[config.mk]
export PLATFORM = sky130hd
export DESIGN_NAME = regfile_writeback_arbiter
export DESIGN_NICKNAME = d
export VERILOG_FILES = /design/src/rtl/regfile_writeback_arbiter.sv
export SDC_FILE = /design/constraint.sdc
export NUM_CORES = 1
export LEC_CHECK = 0
export CORE_ASPECT_RATIO = 1.75
export CORE_UTILIZATION = 49
export CTS_BUF_LIST = sky130_fd_sc_hd__clkbuf_16
export CTS_CLUSTER_DIAMETER = 200
export DETAILED_ROUTE_END_ITERATION = 10
export GPL_ROUTABILITY_DRIVEN = 0
export MAX_ROUTING_LAYER = met4
export PLACE_DENSITY = 0.8
export SLEW_MARGIN = 25
export SYNTH_ARGS = -nofsm -noshare
export SYNTH_HDL_FRONTEND = slang
export SYNTH_SLANG_ARGS = --single-unit
export TNS_END_PERCENT = 10
[constraint.sdc]
create_clock -name clk -period 5.41 [get_ports clk]
set_input_delay 1.082 -clock clk [delete_from_list [all_inputs] [get_ports clk]]
set_output_delay 1.082 -clock clk [all_outputs]
set_load 0.01 [all_outputs]
[src/rtl/regfile_writeback_arbiter.sv]
// Shares the register file write port between the ALU and load writeback paths.
// Each source has a one-entry buffer; a round-robin arbiter drains them into a registered write stage.
module regfile_writeback_arbiter #(
  parameter int DATA_WIDTH   = 32,
  parameter int ADDR_WIDTH   = 5,
  parameter bit PRIORITY_MEM = 1'b1
) (
  input  logic                  clk,
  input  logic                  RESET,
  input  logic                  alu_valid,
  output logic                  alu_ready,
  input  logic [ADDR_WIDTH-1:0] alu_rd,
  input  logic [DATA_WIDTH-1:0] alu_data,
  input  logic                  mem_valid,
  output logic                  mem_ready,
  input  logic [ADDR_WIDTH-1:0] mem_rd,
  input  logic [DATA_WIDTH-1:0] mem_data,
  input  logic [ADDR_WIDTH-1:0] Rs,
  input  logic [ADDR_WIDTH-1:0] Rt,
  output logic                  rs_pending,
  output logic                  rt_pending,
  output logic                  WENREG,
  output logic [ADDR_WIDTH-1:0] Rd,
  output logic [DATA_WIDTH-1:0] RdDATA,
  output logic                  busy
);

  logic                  buf_alu_valid;
  logic [ADDR_WIDTH-1:0] buf_alu_rd;
  logic [DATA_WIDTH-1:0] buf_alu_data;
  logic                  buf_mem_valid;
  logic [ADDR_WIDTH-1:0] buf_mem_rd;
  logic [DATA_WIDTH-1:0] buf_mem_data;

  // last_mem = 1 when the memory source holds the most recent grant
  logic last_mem;
  logic grant_alu;
  logic grant_mem;
  logic alu_accept;
  logic mem_accept;

  assign grant_alu = buf_alu_valid && (!buf_mem_valid || last_mem);
  assign grant_mem = buf_mem_valid && (!buf_alu_valid || !last_mem);

  assign alu_ready = !RESET && (!buf_alu_valid || grant_alu);
  assign mem_ready = !RESET && (!buf_mem_valid || grant_mem);

  assign alu_accept = alu_valid && alu_ready;
  assign mem_accept = mem_valid && mem_ready;

  always_ff @(posedge clk or posedge RESET) begin
    if (RESET) begin
      buf_alu_valid <= 1'b0;
      buf_alu_rd    <= '0;
      buf_alu_data  <= '0;
    end else if (alu_accept) begin
      buf_alu_valid <= 1'b1;
      buf_alu_rd    <= alu_rd;
      buf_alu_data  <= alu_data;
    end else if (grant_alu) begin
      buf_alu_valid <= 1'b0;
    end
  end

  always_ff @(posedge clk or posedge RESET) begin
    if (RESET) begin
      buf_mem_valid <= 1'b0;
      buf_mem_rd    <= '0;
      buf_mem_data  <= '0;
    end else if (mem_accept) begin
      buf_mem_valid <= 1'b1;
      buf_mem_rd    <= mem_rd;
      buf_mem_data  <= mem_data;
    end else if (grant_mem) begin
      buf_mem_valid <= 1'b0;
    end
  end

  always_ff @(posedge clk or posedge RESET) begin
    if (RESET) begin
      last_mem <= ~PRIORITY_MEM;
    end else if (grant_alu) begin
      last_mem <= 1'b0;
    end else if (grant_mem) begin
      last_mem <= 1'b1;
    end
  end

  // rd = 0 is drained like any other entry but never raises the write enable
  always_ff @(posedge clk or posedge RESET) begin
    if (RESET) begin
      WENREG <= 1'b0;
      Rd     <= '0;
      RdDATA <= '0;
    end else if (grant_alu) begin
      WENREG <= |buf_alu_rd;
      Rd     <= buf_alu_rd;
      RdDATA <= buf_alu_data;
    end else if (grant_mem) begin
      WENREG <= |buf_mem_rd;
      Rd     <= buf_mem_rd;
      RdDATA <= buf_mem_data;
    end else begin
      WENREG <= 1'b0;
    end
  end

  assign rs_pending = (Rs != '0) &&
                      ((buf_alu_valid && (buf_alu_rd == Rs)) ||
                       (buf_mem_valid && (buf_mem_rd == Rs)) ||
                       (WENREG && (Rd == Rs)));

  assign rt_pending = (Rt != '0) &&
                      ((buf_alu_valid && (buf_alu_rd == Rt)) ||
                       (buf_mem_valid && (buf_mem_rd == Rt)) ||
                       (WENREG && (Rd == Rt)));

  assign busy = buf_alu_valid || buf_mem_valid || WENREG;

endmodule

==> flow_summary_export.csv <==
group,metric,value,unit
outcome,outcome,"completed",
die,die_w,78.87,µm
global_routing,grt_pass1_vias,4031,
sta,finalHoldViolCount,0,
setup_path,required,4330,ps
hold_path,hold_path.class,"reg2reg",
cells_and_area,drive_above_1_share,19.37,%
cells_and_area,final_cells,662,
cells_and_area,diodes,0,
sta,slew_viol_final,0,
sta,period_minus_slack,4125,ps
die,std_cell_rows,48,
cells_and_area,finish.utilization,70.16,%
sta,tns,0,ps
clock_tree,hold_buffers,0,
logic_synthesis,avgSynthCellArea,12.89,µm²
setup_path,path_class,"in2out",
sta,period_share,76.25,%
logic_synthesis,yosys.cell_count.top_type,"dfrtp_1",
setup_path,cp.arrival,3040,ps
sta,rsz0062_at_grt,"false",
cells_and_area,area_delta_synth_final,38.02,%
clock_tree,numClockSinks,115,
die,initial_core_util,50.83,%
setup_path,end_kind,"output pin",
clock_tree,clock-root-buffer,"clkbuf_16",
global_routing,grt_pass1_wl,20530,µm
die,dieArea,10770,µm²
power_and_ir_drop,power_density,419.1,nW/µm²
sta,max_freq,0.2424,GHz
logic_synthesis,synth_top_area_cell,"dfrtp_1",
job,cap_violations,0,
sta,holdWs,492.0,ps
logic_synthesis,syn_area,5067,µm²
clock_tree,path_clk_slew,50,ps
logic_synthesis,synth-edff-count,0,
clock_tree,cts_max_level,4,
logic_synthesis,synth_common_cells,"dfrtp_1 (115), nor2_1 (53), mux2_2 (31)",
logic_synthesis,async_flop_share,100.0,%
clock_tree,clk_latency,410,ps
detailed_routing,drtIter0Drc,186,
sta,finalSetupViolations,0,
detailed_routing,wl,12810,µm
detailed_routing,first_pass_iters,4,
placement,io_buffers,130,
logic_synthesis,yosysTopAreaCellShare,56.79,%
clock_tree,cts_buffer_depth,2,
die,ios,131,
logic_synthesis,ys.flop_type,"dfrtp_1",
logic_synthesis,yosysWarnings,0,
clock_tree,cts_made_buffers,17,
logic_synthesis,ys_ff_latch,115,
sta,max_slew_margin,31.52,%
detailed_routing,route.vias.total,3645,
detailed_routing,drc,0,
clock_tree,cts_resized,0,
power_and_ir_drop,p_leak,2.969,nW
power_and_ir_drop,max-vdd-ir-drop,0.0003547,V
placement,dpl.hpwl,8784,µm
setup_path,startpoint_type,"primary input",
global_routing,grt_max_degree,78,
detailed_routing,viasPerCell,5.506,
logic_synthesis,yosysSeqAreaShare,56.79,%
global_routing,grt-ovfl-total,0,
setup_path,critPathMaxFanout,4,
logic_synthesis,synthCells,393,
clock_tree,cts_tree,"done",
sta,worstMarginPinSlew,1025,ps
placement,place_inst,630,
die,core,9970,µm²
sta,final.setup_skew,8.379,ps
detailed_routing,wire_per_inst,19.35,µm
die,die_h,136.5,µm
cells_and_area,nNetsFinal,612,
detailed_routing,drtAntennaViolNets,0,
logic_synthesis,synth_cell_types,30,
global_routing,grt_use_total,26.83,%
clock_tree,postCtsSetupBuffers,0,
global_routing,antenna_found_initial,0,
logic_synthesis,synthTopCellsByArea,"dfrtp_1 (57%), mux2_2 (6.9%), mux2_4 (5.6%), mux2_1 (5.3%), xor2_1 (4.5%)",
logic_synthesis,syn_nets,481,
## cell families (layout without fill, tap and decap cells)
kind of cell              after synthesis  in the layout  share of synthesized area (%)
AOI/OAI and AO/OA                      46             46                          7.235
xor gates and xnor gates               30             30                          5.185
DFF                                   115            115                          56.79
buffers and inverters                  24            168                          2.740
and+or+nand+nor                        91             91                          7.630
muxes                                  87             87                          20.42
## critical path: stages
cell	delay (ps)
clkdlybuf4s50_1	510
xor2_1	190
nor4_1	280
a32oi_1	140
a21oi_1	250
clkdlybuf4s50_1	590
## registers in the layout (all words and copies together) (netlist names)
register / flops
buf_alu_valid: 1
buf_alu_data: 32
last_mem: 1
buf_mem_valid: 1
buf_mem_data: 32
RdDATA: 32
Rd: 5
buf_mem_rd: 5
WENREG: 1
buf_alu_rd: 5
## per-stage QoR
| stage | setup WS, ps | area (µm²) | power [mW] |
|---|---|---|---|
| final | 1285 | 6994 | 2.931 |
| after global routing | 1186 | 6994 | 3.063 |
| after CTS | 1286 | 6992 | 2.953 |
| after detailed placement | 1304 | 6431 | 1.908 |
| after global placement | 1316 | 6431 | 1.876 |
| after floorplan | 1284 | 5067 | 1.543 |
## area by class of cell
cell class                      count  area (µm²)
Fill cell                         752        2975
Sequential cell                   115        2878
Multi-Input combinational cell    254        2056
Timing Repair Buffer              134        1331
Clock inverter                     15       135.1
Tap cell                          125       156.4
Clock buffer                       17       425.4
Inverter                            2       12.51
## cells in the final DEF (no fill, tap or decap), types with 4 or more instances in the layout
cell type          n
o221a_2           13
mux2i_1           13
clkdlybuf4s50_1  130
xnor2_1            4
dfrtp_1          115
clkbuf_16         17
xor2_1            26
mux2_1            24
mux2_4            19
mux2_2            31
nor2_1            53
clkinv_4           5
nand3_1            4
buf_4              4
nor4_1             6
or4_1              4
nand2_1           18
clkinvlp_4         4
o22ai_1           24
## worst paths after layout
kind / startpoint / to / slack [ps] / depth (start not counted)
min: buf_mem_data[12] / buf_mem_data[12] / 490 / 1
min reg2reg: buf_mem_data[12] / buf_mem_data[12] / 490 / 1
min in group asynchronous: RESET / buf_alu_data[0] / 1260 / 2
max reg2reg: buf_mem_valid / RdDATA[31] / 2600 / 5
max: Rs[2] / rs_pending / 1280 / 6
max in group asynchronous: RESET / buf_mem_data[15] / 3200 / 3
## per-layer routing
layer  vias up  share of wire (%)  global-route usage [%]
li1       1666                  -                       -
met1      1851                 37                   28.15
met2        97                 56                   47.34
met3        31                3.7                   5.733
met4         0                3.1                   12.93
met5         -                  0                       -
## power breakdown
part | leakage (nW) | switching (mW) | internal [mW] | total [mW]
clock network | 0.263 | 0.407 | 0.632 | 1.04
registers | 1.33 | 0.149 | 1.04 | 1.19
logic | 1.37 | 0.286 | 0.414 | 0.700
total | 2.97 | 0.842 | 2.09 | 2.93
Power figures use the tool's default switching activity.
